==> src/rtl/eaglesong_coefficients.sv <==
// ----------------------------------------------------------------------------
// eaglesong_coefficients
//
// Rotation-coefficient ROM for the Eaglesong circulant-multiplication step.
// The table holds 48 five-bit coefficients, 16 rows of 3. Index i = 3*row + k.
// The index also feeds a sticky monitor that records any out-of-range index
// it samples.
//
// Ports
//   clk                    in   1  system clock, rising edge active
//   reset                  in   1  synchronous, active-high reset
//   index_to_request       in   7  coefficient index, legal range 0..47
//   requested_coefficient  out  5  coefficient value; 0 for indices 48..127
//   index_valid            out  1  1 when index_to_request <= 47
//   oob_seen               out  1  sticky flag, set when an illegal index is
//                                  sampled; only reset clears it
//
// Configuration
//   EAGLESONG_COEFF_PIPE_EN  When this is undefined (the default), the
//       coefficient and valid outputs are combinational.
//       When it is defined, both outputs are registered with one cycle of
//       latency, and reset forces them to 0. oob_seen is the same in both
//       builds.
// ----------------------------------------------------------------------------
module eaglesong_coefficients (
    input  logic       clk,
    input  logic       reset,
    input  logic [6:0] index_to_request,
    output logic [4:0] requested_coefficient,
    output logic       index_valid,
    output logic       oob_seen
);

    logic [4:0] w_coefficient;
    logic       w_valid;
    logic       r_oob_seen;

    assign w_valid = (index_to_request < 7'd48);

    // The k=0 entry of every row is 0, and every out-of-range index also
    // returns 0. Both cases use the default assignment, so only the k=1 and
    // k=2 entries are listed below.
    always_comb begin
        // NOTE: assign the default before the case. Without it, a case arm
        // that is missed would infer a latch, and an index that is not listed
        // could produce X.
        w_coefficient = 5'd0;
        case (index_to_request)
            7'd1:  w_coefficient = 5'd2;
            7'd2:  w_coefficient = 5'd4;
            7'd4:  w_coefficient = 5'd13;
            7'd5:  w_coefficient = 5'd22;
            7'd7:  w_coefficient = 5'd4;
            7'd8:  w_coefficient = 5'd19;
            7'd10: w_coefficient = 5'd3;
            7'd11: w_coefficient = 5'd14;
            7'd13: w_coefficient = 5'd27;
            7'd14: w_coefficient = 5'd31;
            7'd16: w_coefficient = 5'd3;
            7'd17: w_coefficient = 5'd8;
            7'd19: w_coefficient = 5'd17;
            7'd20: w_coefficient = 5'd26;
            7'd22: w_coefficient = 5'd3;
            7'd23: w_coefficient = 5'd12;
            7'd25: w_coefficient = 5'd18;
            7'd26: w_coefficient = 5'd22;
            7'd28: w_coefficient = 5'd12;
            7'd29: w_coefficient = 5'd18;
            7'd31: w_coefficient = 5'd4;
            7'd32: w_coefficient = 5'd7;
            7'd34: w_coefficient = 5'd4;
            7'd35: w_coefficient = 5'd31;
            7'd37: w_coefficient = 5'd12;
            7'd38: w_coefficient = 5'd27;
            7'd40: w_coefficient = 5'd7;
            7'd41: w_coefficient = 5'd17;
            7'd43: w_coefficient = 5'd7;
            7'd44: w_coefficient = 5'd8;
            7'd46: w_coefficient = 5'd1;
            7'd47: w_coefficient = 5'd13;
            default: w_coefficient = 5'd0;
        endcase
    end

    // The monitor looks at the raw index, not a pipelined copy. That way an
    // illegal index is flagged on the edge where it is present in both builds.
    always_ff @(posedge clk) begin
        // NOTE: use non-blocking assignments for every clocked register, so
        // that all flops sample their inputs before any of them updates.
        if (reset) begin
            r_oob_seen <= 1'b0;
        end else if (!w_valid) begin
            r_oob_seen <= 1'b1;
        end
    end

    assign oob_seen = r_oob_seen;

`ifdef EAGLESONG_COEFF_PIPE_EN
    logic [4:0] r_coefficient;
    logic       r_valid;

    always_ff @(posedge clk) begin
        if (reset) begin
            r_coefficient <= 5'd0;
            r_valid       <= 1'b0;
        end else begin
            r_coefficient <= w_coefficient;
            r_valid       <= w_valid;
        end
    end

    assign requested_coefficient = r_coefficient;
    assign index_valid           = r_valid;
`else
    assign requested_coefficient = w_coefficient;
    assign index_valid           = w_valid;
`endif

endmodule

==> config.mk <==
export PLATFORM = sky130hd
export DESIGN_NAME = eaglesong_coefficients
export DESIGN_NICKNAME = d
export VERILOG_FILES = /design/src/rtl/eaglesong_coefficients.sv
export SDC_FILE = /design/constraint.sdc
export NUM_CORES = 1
export LEC_CHECK = 0
export CELL_PAD_IN_SITES_DETAIL_PLACEMENT = 1
export CELL_PAD_IN_SITES_GLOBAL_PLACEMENT = 2
export CORE_ASPECT_RATIO = 1.1
export CORE_MARGIN = 10
export CORE_UTILIZATION = 24
export DETAILED_ROUTE_END_ITERATION = 10
export HOLD_SLACK_MARGIN = 0.03
export PLACE_DENSITY = 0.84
export SLEW_MARGIN = 20
export SYNTH_ARGS = -nofsm -noshare
export SYNTH_HDL_FRONTEND = slang
export SYNTH_SLANG_ARGS = --single-unit
==> constraint.sdc <==
create_clock -name clk -period 2.1 [get_ports clk]
set_input_delay 0.42 -clock clk [delete_from_list [all_inputs] [get_ports clk]]
set_output_delay 0.42 -clock clk [all_outputs]
set_load 0.01 [all_outputs]
==> flow_summary.toml <==
[route]
routed_via_density = 5.11
dr.first_iter.drc_count = 0
wl_per_cell_um = 17.2
drc = 0
first_pass_iters = 1
vias = 772
drtAntennaViolNets = 0
routed_wl_um = 2600

[timing]
worstMarginPinSlew_ns = 0.251
drv_slew = 0
setup_slack_ns = -0.0654
rsz0062_at_grt = "yes"
layout_min_cycle_time_ns = 2.17
min_period_over_period = 1.03
finalHoldViolCount = 0
skew_ns = 0
fmax_mhz = 462
setup_viol = 3
slew_headroom = 0.828

[cts]
worstSkewPairLatency_ns = 0
path_clk_slew_ns = 0
cts_hold_buf = 0

[yosys]
synth.area.top_cells = "ha_1, mux2i_1, nand2_1"
synth_cells = 88
synthDistinctLibCells = 39
synth_area_um2 = 653
synth_seq_cells = 1
synth_top_area_cell = "ha_1"
synth_top_area_frac = 0.115
mappedNetlistNets = 103
avgSynthCellArea_um2 = 7.42
seq_area_frac_synth = 0.0307
yosysWarnings = 0

[setup_path]
critPathLaunchType = "primary input"
cp_max_fo = 8
critPathKind = "primary input to output port"
worstPathRequired_ns = 1.68
crit_arrival_ns = 1.75
endpoint_kind = "output port"

[outcome]
violations = "negative setup slack"
status = "complete, but fails checks"

[global_routing]
grt_max_degree = 11
grt.total_usage = 0.0942
grt-ovfl-total = 0
antenna_found_initial = 0
grt_first_pass_wirelength_um = 4240
grt_pass1_vias = 845

[layout]
diodes = 0
stdcell_count = 151
layout_common_cells = "buf_4, nand2_1, nor2_1"
seqCellArea_um2 = 20.0
fin_area_um2 = 1140
largest_register_ffs = 1
nNetsFinal = 137
multiInputGateArea_um2 = 659
n_fill_cell = 299
final_common_cell = "buf_4"
area_growth_pct = 73.9
drive_gt1_frac = 0.500

[flow_run]
drv_cap = 0

[place]
place.gp.congestion = 0.789
place_ws_ns = -0.967
dp_cells = 146
dp_hpwl_um = 1770
port_buffers = 15
place_area_um2 = 960

[pwr]
ir_drop_v = 0.000118
total_leakage_power_uw = 0.000508
p_per_area_nw_per_um2 = 235

[die]
start_util = 0.257
pin_count = 16
core_area_um2 = 2540
die_area_um2 = 5210
rows = 19
die_h_um = 74.7
die_w_um = 69.7

[hold_path]
hp-class = "flip-flop to flip-flop"
[Yosys cell counts, drive strengths merged]
library cell,instances
a211o,1
a211oi,3
a21o,2
a21oi,4
a221oi,3
a311o,1
a311oi,1
a31oi,2
and2,2
and3,1
and3b,1
buf,9
dfxtp,1
ha,6
inv,3
mux2,3
mux2i,4
nand2,9
nand2b,3
nand3,2
nand3b,1
nor2,7
nor2b,5
nor3,2
nor4b,1
o211a,1
o21ai,6
o22ai,1
o31ai,1
or2,1
xnor2,1
[report_power, final]
part | leakage, uW | switching (uW) | internal, uW
Combinational | 0.000499 | 113 | 132
Sequential | 0.00000841 | 0.668 | 20.9
Clock | 0 | 0 | 0
[metal layers]
metal	wire length, um	track usage
met3	38	0.00526
met1	1050	0.0961
met2	1440	0.204
met5	0	0
met4	68	0.0219
[kinds of logic (layout without fill, tap and decap cells)]
logic type	Yosys count	count (layout)	share of synthesized area
adders and majority gates	6	6	0.115
DFF	1	1	0.0307
buffers and inverters	12	44	0.128
muxes	7	7	0.119
xor gates and xnor gates	1	1	0.0134
and+or+nand+nor	35	35	0.287
AOI/OAI and AO/OA	26	26	0.307
[layout make-up]
type | count | area share
Multi-Input combinational cell | 75 | 0.580
Inverter | 3 | 0.0143
Tap cell | 31 | 0.0341
Sequential cell | 1 | 0.0176
Timing Repair Buffer | 41 | 0.354
[what timing repair did]
item	in CTS	in global routing
pin swaps	8	6
gates cloned	2	0
gates resized for setup	55	16
buffers inserted	3	0
endpoints found under the setup margin	6	6
[worst paths after layout]
check / startpoint / end / slack [ns] / depth (start not counted)
worst min register to register: oob_seen / oob_seen / 0.44 / 2
worst min-delay path: oob_seen / oob_seen / 0.44 / 2
worst max-delay path: index_to_request[0] / requested_coefficient[3] / -0.07 / 8
worst max register to register: oob_seen / oob_seen / 1.58 / 2
[stage by stage]
stage	total power, uW	TNS, ns	hold slack [ns]	utilization
after floorplan	138	0	0.463	-
after global placement	217	-4.80	0.430	0.377
after detailed placement	223	-5.00	0.445	0.377
after CTS	247	-0.127	0.445	0.419
after global routing	287	-0.430	0.459	0.447
final	267	-0.159	0.439	0.447
[critical path: stages]
cell      delay [ns]
buf_8           0.10
inv_4           0.05
ha_4            0.22
mux2_4          0.27
a221oi_2        0.26
a31oi_1         0.06
o211a_1         0.23
buf_6           0.12
Note: power is estimated with default switching activity, not from simulation.
==> RTL edit 1 (config.mk and constraints unchanged) <==
Build with the macro `EAGLESONG_COEFF_PIPE_EN` defined.
--- a/src/rtl/eaglesong_coefficients.sv
+++ b/src/rtl/eaglesong_coefficients.sv
@@ -22,6 +22,8 @@
 //       latency, and reset forces them to 0. oob_seen is the same in both
 //       builds.
 // ----------------------------------------------------------------------------
+`define EAGLESONG_COEFF_PIPE_EN
+
 module eaglesong_coefficients (
     input  logic       clk,
     input  logic       reset,
Function: changed (Yosys sat finds a counterexample within 4 cycles, from zero or initial values and one cycle with reset high).
==> RTL edit 1 against the original RTL <==
  * Synthesized area is 14% higher
  * First-iteration DRC count rose by 37
  * Via count is 6.2% lower
  * Synthesized cell count increased by 2.3%
  * Worst setup slack improved by 0.15 ns
  * Power increased by 62%
  * Hold slack improved by 0.027 ns
  * Wire length down 21%
  * Design area decreased by 9.8%
  * Sequential cell count up 6
  * Critical endpoint is now requested_coefficient[3]
  * Largest cell class unchanged
  * Largest power group unchanged
==> RTL edit 1: results <==
set metrics [dict create \
    p_seq_share_pct 32.8 \
    grt_pass1_wl_mm 3.52 \
    p_leak_nw 0.426 \
    fin_hold_ws_ns 0.466 \
    gp_congestion 0.768 \
    dp_hpwl_mm 1.72 \
    dr_wl_met3_um 115 \
    wl_met1_um 915 \
    fillers 365 \
    avgViaCountPerCell 4.89 \
    grt_pass1_vias 756 \
    grtUsageMet3_pct 1.26 \
    synth.area.top_cells "dfxtp_1, ha_1, a21oi_1" \
    grt_max_degree 20 \
    critical_path.max_fanout 7 \
    crit_slowest_cell "clkdlybuf4s50_1" \
    power_frac_comb_pct 39.7 \
    via_count 724 \
    syn-num-nets 106 \
    outcome "complete, no violations" \
    fin_nets 131 \
    vdd_drop_max_mv 0.372 \
    seq_area_frac_synth_pct 18.8 \
    max_slew_margin_pct 72.1 \
    grt_usage_pct 7.07 \
    drt_iter0_drc 37 \
    wl_per_cell_um 13.8 \
    post-cts-setup-buffers 0 \
    synth_flop_cell "dfxtp_1" \
    path_clk_slew_ns 0.05 \
    cts_resized 0 \
    drive_gt1_share_pct 20.2 \
    syn_avg_cell_area_um2 8.30 \
    internal-power_w 0.000302 \
    use_met2_pct 12.2 \
    wl_met2_um 998 \
    crit_arrival_ns 2.21 \
    synthTopCellsByCount "a21oi_1, dfxtp_1, ha_1" \
    clock_latency_ns 0.24 \
    largest_reg_flops 5 \
    crit_path_max_incr_delay_ns 0.49 \
]
==> RTL edit 1: changes by cell type in the layout (fill, tap and decap cells not counted), moves of 5 or more <==
| cell | delta |
|---|---|
| clkdlybuf4s50_1 | +12 |
| buf_4 | -9 |
| a21oi_1 | +8 |
| dfxtp_1 | +6 |
| ha_1 | +6 |
| ha_4 | -5 |
| nand2_1 | -5 |
==> RTL edit 1: stage by stage <==
stage	power, W	util [%]	setup slack, ns
6_report	0.000432	33.9	0.0814
5_1_grt	0.000462	33.9	0.00995
4_1_cts	0.000437	33.9	0.0728
3_5_place_dp	0.000317	33.0	-0.177
3_3_place_gp	0.000313	33.0	-0.104
2_1_floorplan	0.000246	-	0.390
==> RTL edit 1: area by class of cell <==
type | count | area share (%)
clock buffers | 4 | 2.56
inverters | 4 | 1.47
multi-input cells | 70 | 52.0
flip-flops and latches | 7 | 13.7
well taps | 34 | 4.15
repair buffers | 29 | 26.1
==> RTL edit 1: cells by family (layout without fill, tap and decap cells) <==
family                     count (synthesis)  after routing  synth area share, %
adders and majority gates                  7              7                 11.7
and+or+nand+nor                           24             24                 17.1
buffers and inverters                     13             37                 9.88
AOI/OAI and AO/OA                         29             29                 26.6
muxes                                      9              9                 14.7
DFF                                        7              7                 18.8
xor gates and xnor gates                   1              1                 1.17
==> RTL edit 1: path summary, 6_finish.rpt <==
path,end,cells past startpoint,startpoint
hold reg to reg,oob_seen,2,oob_seen
setup / recovery,requested_coefficient[3],7,index_to_request[1]
hold / removal,oob_seen,2,oob_seen
setup reg to reg,oob_seen,2,oob_seen
==> RTL edit 1: worst max-delay path, delay by kind of cell <==
family	cells	cell delay, ns
compound gates	2	0.58
buf+inv	2	0.56
fa+ha+maj	1	0.41
xor+xnor	1	0.17
simple gates	1	0.07
==> RTL edit 2 (same settings) <==
Made on the original files. Add an input register stage for `index_to_request`; this delays it by one clock.
--- a/src/rtl/eaglesong_coefficients.sv
+++ b/src/rtl/eaglesong_coefficients.sv
@@ -31,11 +31,17 @@
     output logic       oob_seen
 );
 
+    logic [6:0] index_to_request_q;
+
+    always_ff @(posedge clk) begin
+        index_to_request_q <= index_to_request;
+    end
+
     logic [4:0] w_coefficient;
     logic       w_valid;
     logic       r_oob_seen;
 
-    assign w_valid = (index_to_request < 7'd48);
+    assign w_valid = (index_to_request_q < 7'd48);
 
     // The k=0 entry of every row is 0, and every out-of-range index also
     // returns 0. Both cases use the default assignment, so only the k=1 and
@@ -45,7 +51,7 @@
         // that is missed would infer a latch, and an index that is not listed
         // could produce X.
         w_coefficient = 5'd0;
-        case (index_to_request)
+        case (index_to_request_q)
             7'd1:  w_coefficient = 5'd2;
             7'd2:  w_coefficient = 5'd4;
             7'd4:  w_coefficient = 5'd13;
Check against the original RTL: not equivalent (Yosys sat finds a counterexample within 4 cycles, from zero or initial values and one cycle with reset high).
==> RTL edit 2 against the original RTL <==
  * Synthesized area is 18% higher
  * Die area is 13% higher
  * Sequential cell count is 8 higher
  * Power is 81% higher
  * Worst setup slack better by 0.21 ns
  * Wire length is 15% lower
  * Design area is 10% lower
==> RTL edit 2: results <==
set metrics [dict create \
    r2r_start "index_to_request_q[6]" \
    antenna_found_initial 0 \
    post-cts-setup-buffers 0 \
    syn-num-nets 106 \
    crit_start "index_to_request[0]" \
    grt_pass1_vias 792 \
    crit_slowest_cell "clkdlybuf4s50_1" \
    grt_usage_pct 7.72 \
    avgViaCountPerCell 4.91 \
    hold_path_end "oob_seen" \
    min_from "oob_seen" \
    wl_per_cell_um 14.8 \
    synth.area.top_cells "dfxtp_1, ha_1, nor2b_1" \
    fillers 381 \
    drt_iter0_drc 16 \
    fin_nets 132 \
    max_slew_margin_pct 72.8 \
    rrSetupSlack_ns 1.34 \
    ys_types 32 \
    dp_hpwl_mm 1.91 \
    clock_latency_ns 0.24 \
    clockRootBuffer "clkbuf_4" \
    fin_skew_ns 0.000315 \
    r2r_cells 2 \
    fin_hold_ws_ns 0.462 \
    htree_levels 1 \
    switching_share_pct 28.3 \
    p_leak_nw 0.434 \
    grt_pass1_wl_mm 3.73 \
    place_inst 145 \
    path_clk_slew_ns 0.05 \
    vdd_drop_max_mv 0.317 \
    dr.pass1.iters 4 \
    gp_congestion 0.826 \
    synthTopCellsByCount "dfxtp_1, a21oi_1, nor2_1" \
    critical_path.max_fanout 6 \
    via_count 731 \
    cts_resized 0 \
    crit_path_max_incr_delay_ns 0.47 \
    outcome "complete, no violations" \
    synthCells 90 \
    drive_gt1_share_pct 16.5 \
    seq_area_frac_synth_pct 23.4 \
    grt_max_degree 13 \
    hold_depth 2 \
]
[RTL edit 2: area by class of cell]
class,count,area (um2),area share [%]
Sequential cell,9,180,17.7
Tap cell,34,42.5,4.18
Clock buffer,4,26.3,2.58
Timing Repair Buffer,27,240,23.6
Inverter,7,26.3,2.58
Multi-Input combinational cell,68,502,49.3
[RTL edit 2: worst max-delay path by stage]
| stage | end | slack [ns] | cells past startpoint |
|---|---|---|---|
| floorplan | flop | 0.53 | 6 |
| global placement | flop | -0.04 | 7 |
| detailed placement | flop | -0.08 | 7 |
| CTS | flop | 0.16 | 7 |
| global route | flop | 0.05 | 7 |
| finish | flop | 0.14 | 7 |
[RTL edit 2: metal layers]
metal / part of all wire [%] / global-route usage, %
met1: 41 / 8.43
met2: 50 / 13.5
met3: 6.9 / 2.11
met4: 2.0 / 3.17
met5: 0 / 0
[RTL edit 2: logic make-up after synthesis]
kind of cell	Yosys count	synth area share, %
compound gates	28	25.7
fa+ha+maj	7	11.4
buf+inv	13	11.4
flops	9	23.4
mux	5	8.62
simple gates	28	19.5
[RTL edit 2: power by group through the flow]
stage / logic (W) / clock network [W] / registers (W)
global route: 0.000186 / 0.000143 / 0.000192
floorplan: 0.0000987 / 0 / 0.000193
CTS: 0.000170 / 0.000130 / 0.000191
finish: 0.000169 / 0.000122 / 0.000190
detailed placement: 0.000169 / 0 / 0.000194
global placement: 0.000163 / 0 / 0.000194
[RTL edit 2: metrics by stage]
stage / TNS, ns / area (um2) / worst slack, ns / utilization [%]
CTS: 0 / 1020 / 0.159 / 33.1
global placement: -0.0376 / 991 / -0.0376 / 32.2
global route: 0 / 1020 / 0.0540 / 33.1
detailed placement: -0.201 / 991 / -0.0817 / 32.2
floorplan: 0 / 769 / 0.526 / -
finish: 0 / 1020 / 0.144 / 33.1
[RTL edit 2: worst reg2reg max path: cells and delay by family, from the launching register on]
kind               cells  cell delay [ns]
AOI/OAI and AO/OA      2             0.29
DFF                    1             0.36
